==> config.mk <==
export PLATFORM = sky130hd
export DESIGN_NAME = pbkdf2_hash_unloader_flat
export DESIGN_NICKNAME = d
export VERILOG_FILES = /design/src/rtl/pbkdf2_hash_unloader_if.sv /design/src/rtl/pbkdf2_hash_unloader.sv /design/src/flat_wrapper.sv
export SDC_FILE = /design/constraint.sdc
export NUM_CORES = 2
export LEC_CHECK = 0
export BUFFER_PORTS_ARGS = -buffer_cell sky130_fd_sc_hd__clkbuf_2
export CORE_AREA = 3 3 408 410
export DETAILED_ROUTE_END_ITERATION = 6
export DIE_AREA = 0 0 411 413
export SKIP_CTS_REPAIR_TIMING = 1
export SLEW_MARGIN = 20
export SYNTH_ARGS = -nofsm -noshare
export SYNTH_HDL_FRONTEND = slang
export SYNTH_SLANG_ARGS = --single-unit
export TNS_END_PERCENT = 50
==> constraint.sdc <==
create_clock -name clk -period 4.7 [get_ports clk]
set_clock_uncertainty 0.15 [all_clocks]
set_input_delay 0.235 -clock clk [delete_from_list [all_inputs] [get_ports clk]]
set_output_delay 0.235 -clock clk [all_outputs]
set_load 0.1 [all_outputs]
==> src/rtl/pbkdf2_hash_unloader_if.sv <==
// Word stream from the PBKDF2 hash unloader to its consumer
// (ROMix scratchpad loader or host readback path).
// master: the unloader (drives data/valid/last), slave: the consumer (drives ready).
interface pbkdf2_hash_unloader_if #(
   parameter int WORD_W = 32
);
   logic [WORD_W-1:0] out_data;
   logic              out_valid;
   logic              out_ready;
   logic              out_last;

   modport master (
      output out_data,
      output out_valid,
      output out_last,
      input  out_ready
   );

   modport slave (
      input  out_data,
      input  out_valid,
      input  out_last,
      output out_ready
   );
endinterface

==> src/rtl/pbkdf2_hash_unloader.sv <==
// pbkdf2_hash_unloader
// Captures the wide derived key on the one-cycle hash_done pulse and streams it
// out little-endian by word (word 0 = hash[WORD_W-1:0]) over valid/ready.
// A hash_done arriving together with the final transfer is taken back-to-back;
// any other hash_done while streaming is dropped and sets the sticky overrun flag.
// Optional macro SCRYPT_WORD_BSWAP_EN: byte-reverse every output word for a
// big-endian host; ordering, handshake and timing are unaffected.
module pbkdf2_hash_unloader #(
   parameter int HASH_W = 1024,
   parameter int WORD_W = 32
) (
   input  logic                clk,
   input  logic                rst,
   input  logic [HASH_W-1:0]   hash,
   input  logic                hash_done,
   output logic                busy,
   output logic                overrun,
   pbkdf2_hash_unloader_if.master stream
);

   localparam int NW    = HASH_W / WORD_W;
   localparam int IDX_W = (NW > 1) ? $clog2(NW) : 1;

   localparam logic [0:0] ST_IDLE   = 1'b0;
   localparam logic [0:0] ST_STREAM = 1'b1;

   localparam logic [IDX_W-1:0] IDX_LAST = IDX_W'(NW - 1);

   logic [0:0]        state_reg,   state_next;
   logic [IDX_W-1:0]  idx_reg,     idx_next;
   logic [HASH_W-1:0] buffer_reg,  buffer_next;
   logic              overrun_reg, overrun_next;

   logic              streaming;
   logic              transfer;
   logic              at_last;
   logic [WORD_W-1:0] word_arr [NW];
   logic [WORD_W-1:0] word_sel;
   logic [WORD_W-1:0] word_out;

   assign streaming = (state_reg == ST_STREAM);
   assign transfer  = streaming && stream.out_ready;
   assign at_last   = (idx_reg == IDX_LAST);

   // View the captured buffer as an array of words for the index mux
   generate
      for (genvar gi = 0; gi < NW; gi++) begin : g_words
         assign word_arr[gi] = buffer_reg[gi*WORD_W +: WORD_W];
      end
   endgenerate

   assign word_sel = word_arr[idx_reg];

`ifdef SCRYPT_WORD_BSWAP_EN
   // Byte-reverse the selected word for the big-endian readback path
   generate
      for (genvar gi = 0; gi < WORD_W/8; gi++) begin : g_bswap
         assign word_out[gi*8 +: 8] = word_sel[WORD_W-8-gi*8 +: 8];
      end
   endgenerate
`else
   assign word_out = word_sel;
`endif

   // Next-state logic: capture, advance, back-to-back reload, overrun detection
   always_comb begin
      state_next   = state_reg;
      idx_next     = idx_reg;
      buffer_next  = buffer_reg;
      overrun_next = overrun_reg;
      case (state_reg)
         ST_IDLE: begin
            if (hash_done) begin
               buffer_next = hash;
               idx_next    = '0;
               state_next  = ST_STREAM;
            end
         end
         default: begin
            if (transfer && at_last) begin
               idx_next = '0;
               if (hash_done) begin
                  // Final word leaves as the next hash arrives: no bubble
                  buffer_next = hash;
               end else begin
                  state_next = ST_IDLE;
               end
            end else begin
               if (transfer) begin
                  idx_next = idx_reg + IDX_W'(1);
               end
               if (hash_done) begin
                  overrun_next = 1'b1;
               end
            end
         end
      endcase
   end

   // State registers with synchronous reset
   always_ff @(posedge clk) begin
      if (rst) begin
         state_reg   <= ST_IDLE;
         idx_reg     <= '0;
         buffer_reg  <= '0;
         overrun_reg <= 1'b0;
      end else begin
         state_reg   <= state_next;
         idx_reg     <= idx_next;
         buffer_reg  <= buffer_next;
         overrun_reg <= overrun_next;
      end
   end

   // Outputs decode registers only; data is forced to zero outside a stream
   assign busy             = streaming;
   assign overrun          = overrun_reg;
   assign stream.out_valid = streaming;
   assign stream.out_last  = streaming && at_last;
   assign stream.out_data  = streaming ? word_out : '0;

endmodule

==> src/flat_wrapper.sv <==
// flat-port wrapper written by rule: the top's interface ports become plain ports
module pbkdf2_hash_unloader_flat 
#(
   parameter int HASH_W = 1024,
   parameter int WORD_W = 32
)
  (clk, rst, hash, hash_done, busy, overrun, stream_out_data, stream_out_valid, stream_out_last, stream_out_ready);
  pbkdf2_hash_unloader_if #(.WORD_W(WORD_W)) stream_i ();
  input  logic clk;
  input  logic rst;
  input  logic [HASH_W-1:0] hash;
  input  logic hash_done;
  output logic busy;
  output logic overrun;
  output wire logic [$bits(stream_i.out_data)-1:0] stream_out_data;
  output wire logic [$bits(stream_i.out_valid)-1:0] stream_out_valid;
  output wire logic [$bits(stream_i.out_last)-1:0] stream_out_last;
  input wire logic [$bits(stream_i.out_ready)-1:0] stream_out_ready;
  assign stream_out_data = stream_i.out_data;
  assign stream_out_valid = stream_i.out_valid;
  assign stream_out_last = stream_i.out_last;
  assign stream_i.out_ready = stream_out_ready;
  pbkdf2_hash_unloader #(.HASH_W(HASH_W), .WORD_W(WORD_W)) u_core (.clk(clk), .rst(rst), .hash(hash), .hash_done(hash_done), .busy(busy), .overrun(overrun), .stream(stream_i));
endmodule
==> metrics.cfg <==
[run_status]
outcome=finished with violations
violations=hold timing

[synthesis]
synth.area.top_cells=dfxtp_1, nand2_1, a21oi_1
synthesis.nets=6300
synth.cell_area_um2=43800
ys.flop_type=dfxtp_1
yosysSeqAreaShare=0.471
ys_warn_count=0
syn_area_per_cell_um2=8.31
netlist_instances=5270
async_flop_share=0
synth_cell_types=35
synth-edff-count=0
synth-seq-cells=1031
yosysTopAreaCell=dfxtp_1
synth.top_cell.area_share=0.471

[setup_path]
crit_required_ns=4.32
path_class=reg2out
startpoint_type=flip-flop
arrival_ns=4.00
endpoint_kind=primary output
crit_fanout=52

[sta]
period_minus_slack_ns=4.38
hold_ws_ns=-0.00939
hold_viol_final=1
grt_setup_unrepaired=no
fin_tns_setup_ns=0
drv_slew=0
worst_slew_pin_slew_ns=1.06
max_slew_margin=0.289
fmax_ghz=0.228
setup_viol=0
min_period_over_period=0.932

[job]
maxCapViolCount=0

[clocking]
cts_buffer_depth=3
tritoncts=built
cts_made_buffers=113
clk_latency_ns=0.72
clkTransAtPathRegs_ns=0.06
cts.htree.levels=3
cts_root_buffer=clkbuf_16
clock-sinks=1031

[route]
first_pass_iters=6
remaining_drc_errors=0
wl_per_cell_um=25.0
vias=48049
viasPerCell=5.08
drt_iter0_markers=5037
drtAntennaViolNets=0
wl_um=236000

[cells_and_area]
layout_commonest_cell=nand2_1
final_cells=9456
drive_above_1_share=0.213
largest_reg_flops=1024
finalCoreUtilization=0.405
synthToLayoutAreaGrowth_pct=50.4
final_cell_mix=nand2_1, dlygate4sd3_1, clkbuf_2
fin_nets=8179
fin_area_um2=65900

[place]
dp_hpwl_um=168000
dp_cells=8148
place.gp.congestion=0.946
placed_area_um2=51400
portBuffers=1063

[floorplanning]
design.die.area_um2=170000
rows=148
die_h_um=413
core_um2=163000
io-pin-count=1064
die-width_um=411
start_util=0.269

[global_routing]
grt_usage=0.240
grt_overflow=0
grt_pass1_vias=40227
grt_max_degree=169
grt_first_pass_wirelength_um=291000
antenna_found_initial=53

[power]
vdd_drop_max_mv=0.275
power.density_nw_per_um2=337
total_power_mw=22.2
power_leakage_nw=26.3

[hold_path]
min_path_type=in2reg

==> critical path, stage by stage (launching register included) <==
cell,delay [ns]
dfxtp_4,0.73
buf_12,0.44
mux4_2,0.63
mux2i_1,0.54
nor2_1,0.23
o221a_1,0.37
buf_12,0.20
==> final timing paths <==
check                                            start  slack, ns                      to  depth (start not counted)
worst max register to register       u_core.idx_reg[0]       0.76  u_core.buffer_reg[387]                         10
worst min register to register  u_core.buffer_reg[804]       0.30  u_core.buffer_reg[804]                          2
worst min-delay path                               rst     -0.009  u_core.buffer_reg[419]                          2
worst max-delay path                 u_core.idx_reg[0]       0.32     stream_out_data[15]                          6
==> power by group <==
group | switching [mW] | internal, mW
Combinational | 1.85 | 1.58
Clock | 3.88 | 5.31
Sequential | 0.328 | 9.24
==> layer usage <==
layer / vias up / GRT usage / routed length [um]
li1: 21633 / - / -
met1: 22650 / 0.297 / 92300
met2: 2798 / 0.404 / 110000
met3: 946 / 0.0477 / 17500
met4: 22 / 0.105 / 15800
met5: - / 0 / 141
==> area by class of cell <==
class | instances | area [um^2]
Clock inverter | 45 | 546
Multi-Input combinational cell | 3779 | 20900
Clock buffer | 165 | 3250
Sequential cell | 1031 | 20700
Antenna cell | 37 | 92.6
Inverter | 1 | 3.75
Tap cell | 2175 | 2720
Timing Repair Buffer | 2223 | 17600
Fill cell | 15564 | 96900
==> cells by family (layout without fill, tap and decap cells) <==
family / after synthesis / count (layout) / synth area share
xor gates and xnor gates: 2 / 2 / 0.000400
adders and majority gates: 2 / 2 / 0.000572
AOI/OAI and AO/OA: 1254 / 1254 / 0.159
DFF: 1031 / 1031 / 0.471
other: 0 / 37 / 0
buffers and inverters: 460 / 2434 / 0.0510
and+or+nand+nor: 2168 / 2168 / 0.189
muxes: 353 / 353 / 0.128
==> cell usage after synthesis (3+ instances only) <==
library cell / n
nor3_1: 31
clkbuf_1: 202
buf_2: 191
a21oi_1: 1026
mux2_2: 32
o22ai_1: 63
mux4_2: 155
mux2i_1: 160
o221ai_1: 32
nor2b_1: 34
buf_6: 22
buf_4: 23
a22oi_1: 3
mux4_1: 6
nand2_1: 2052
o221a_1: 31
a21o_1: 31
dfxtp_1: 1031
nand3_1: 3
a211oi_1: 34
buf_1: 20
nor2_1: 41
a211o_1: 31
==> per-stage QoR <==
step	hold WS, ns	worst slack [ns]
floorplan	0.206	0.756
global placement	0.288	0.997
detailed placement	0.293	0.995
CTS	-0.513	0.160
global route	-0.00715	0.154
finish	-0.00939	0.320
Note: power is estimated with default switching activity, not from simulation.
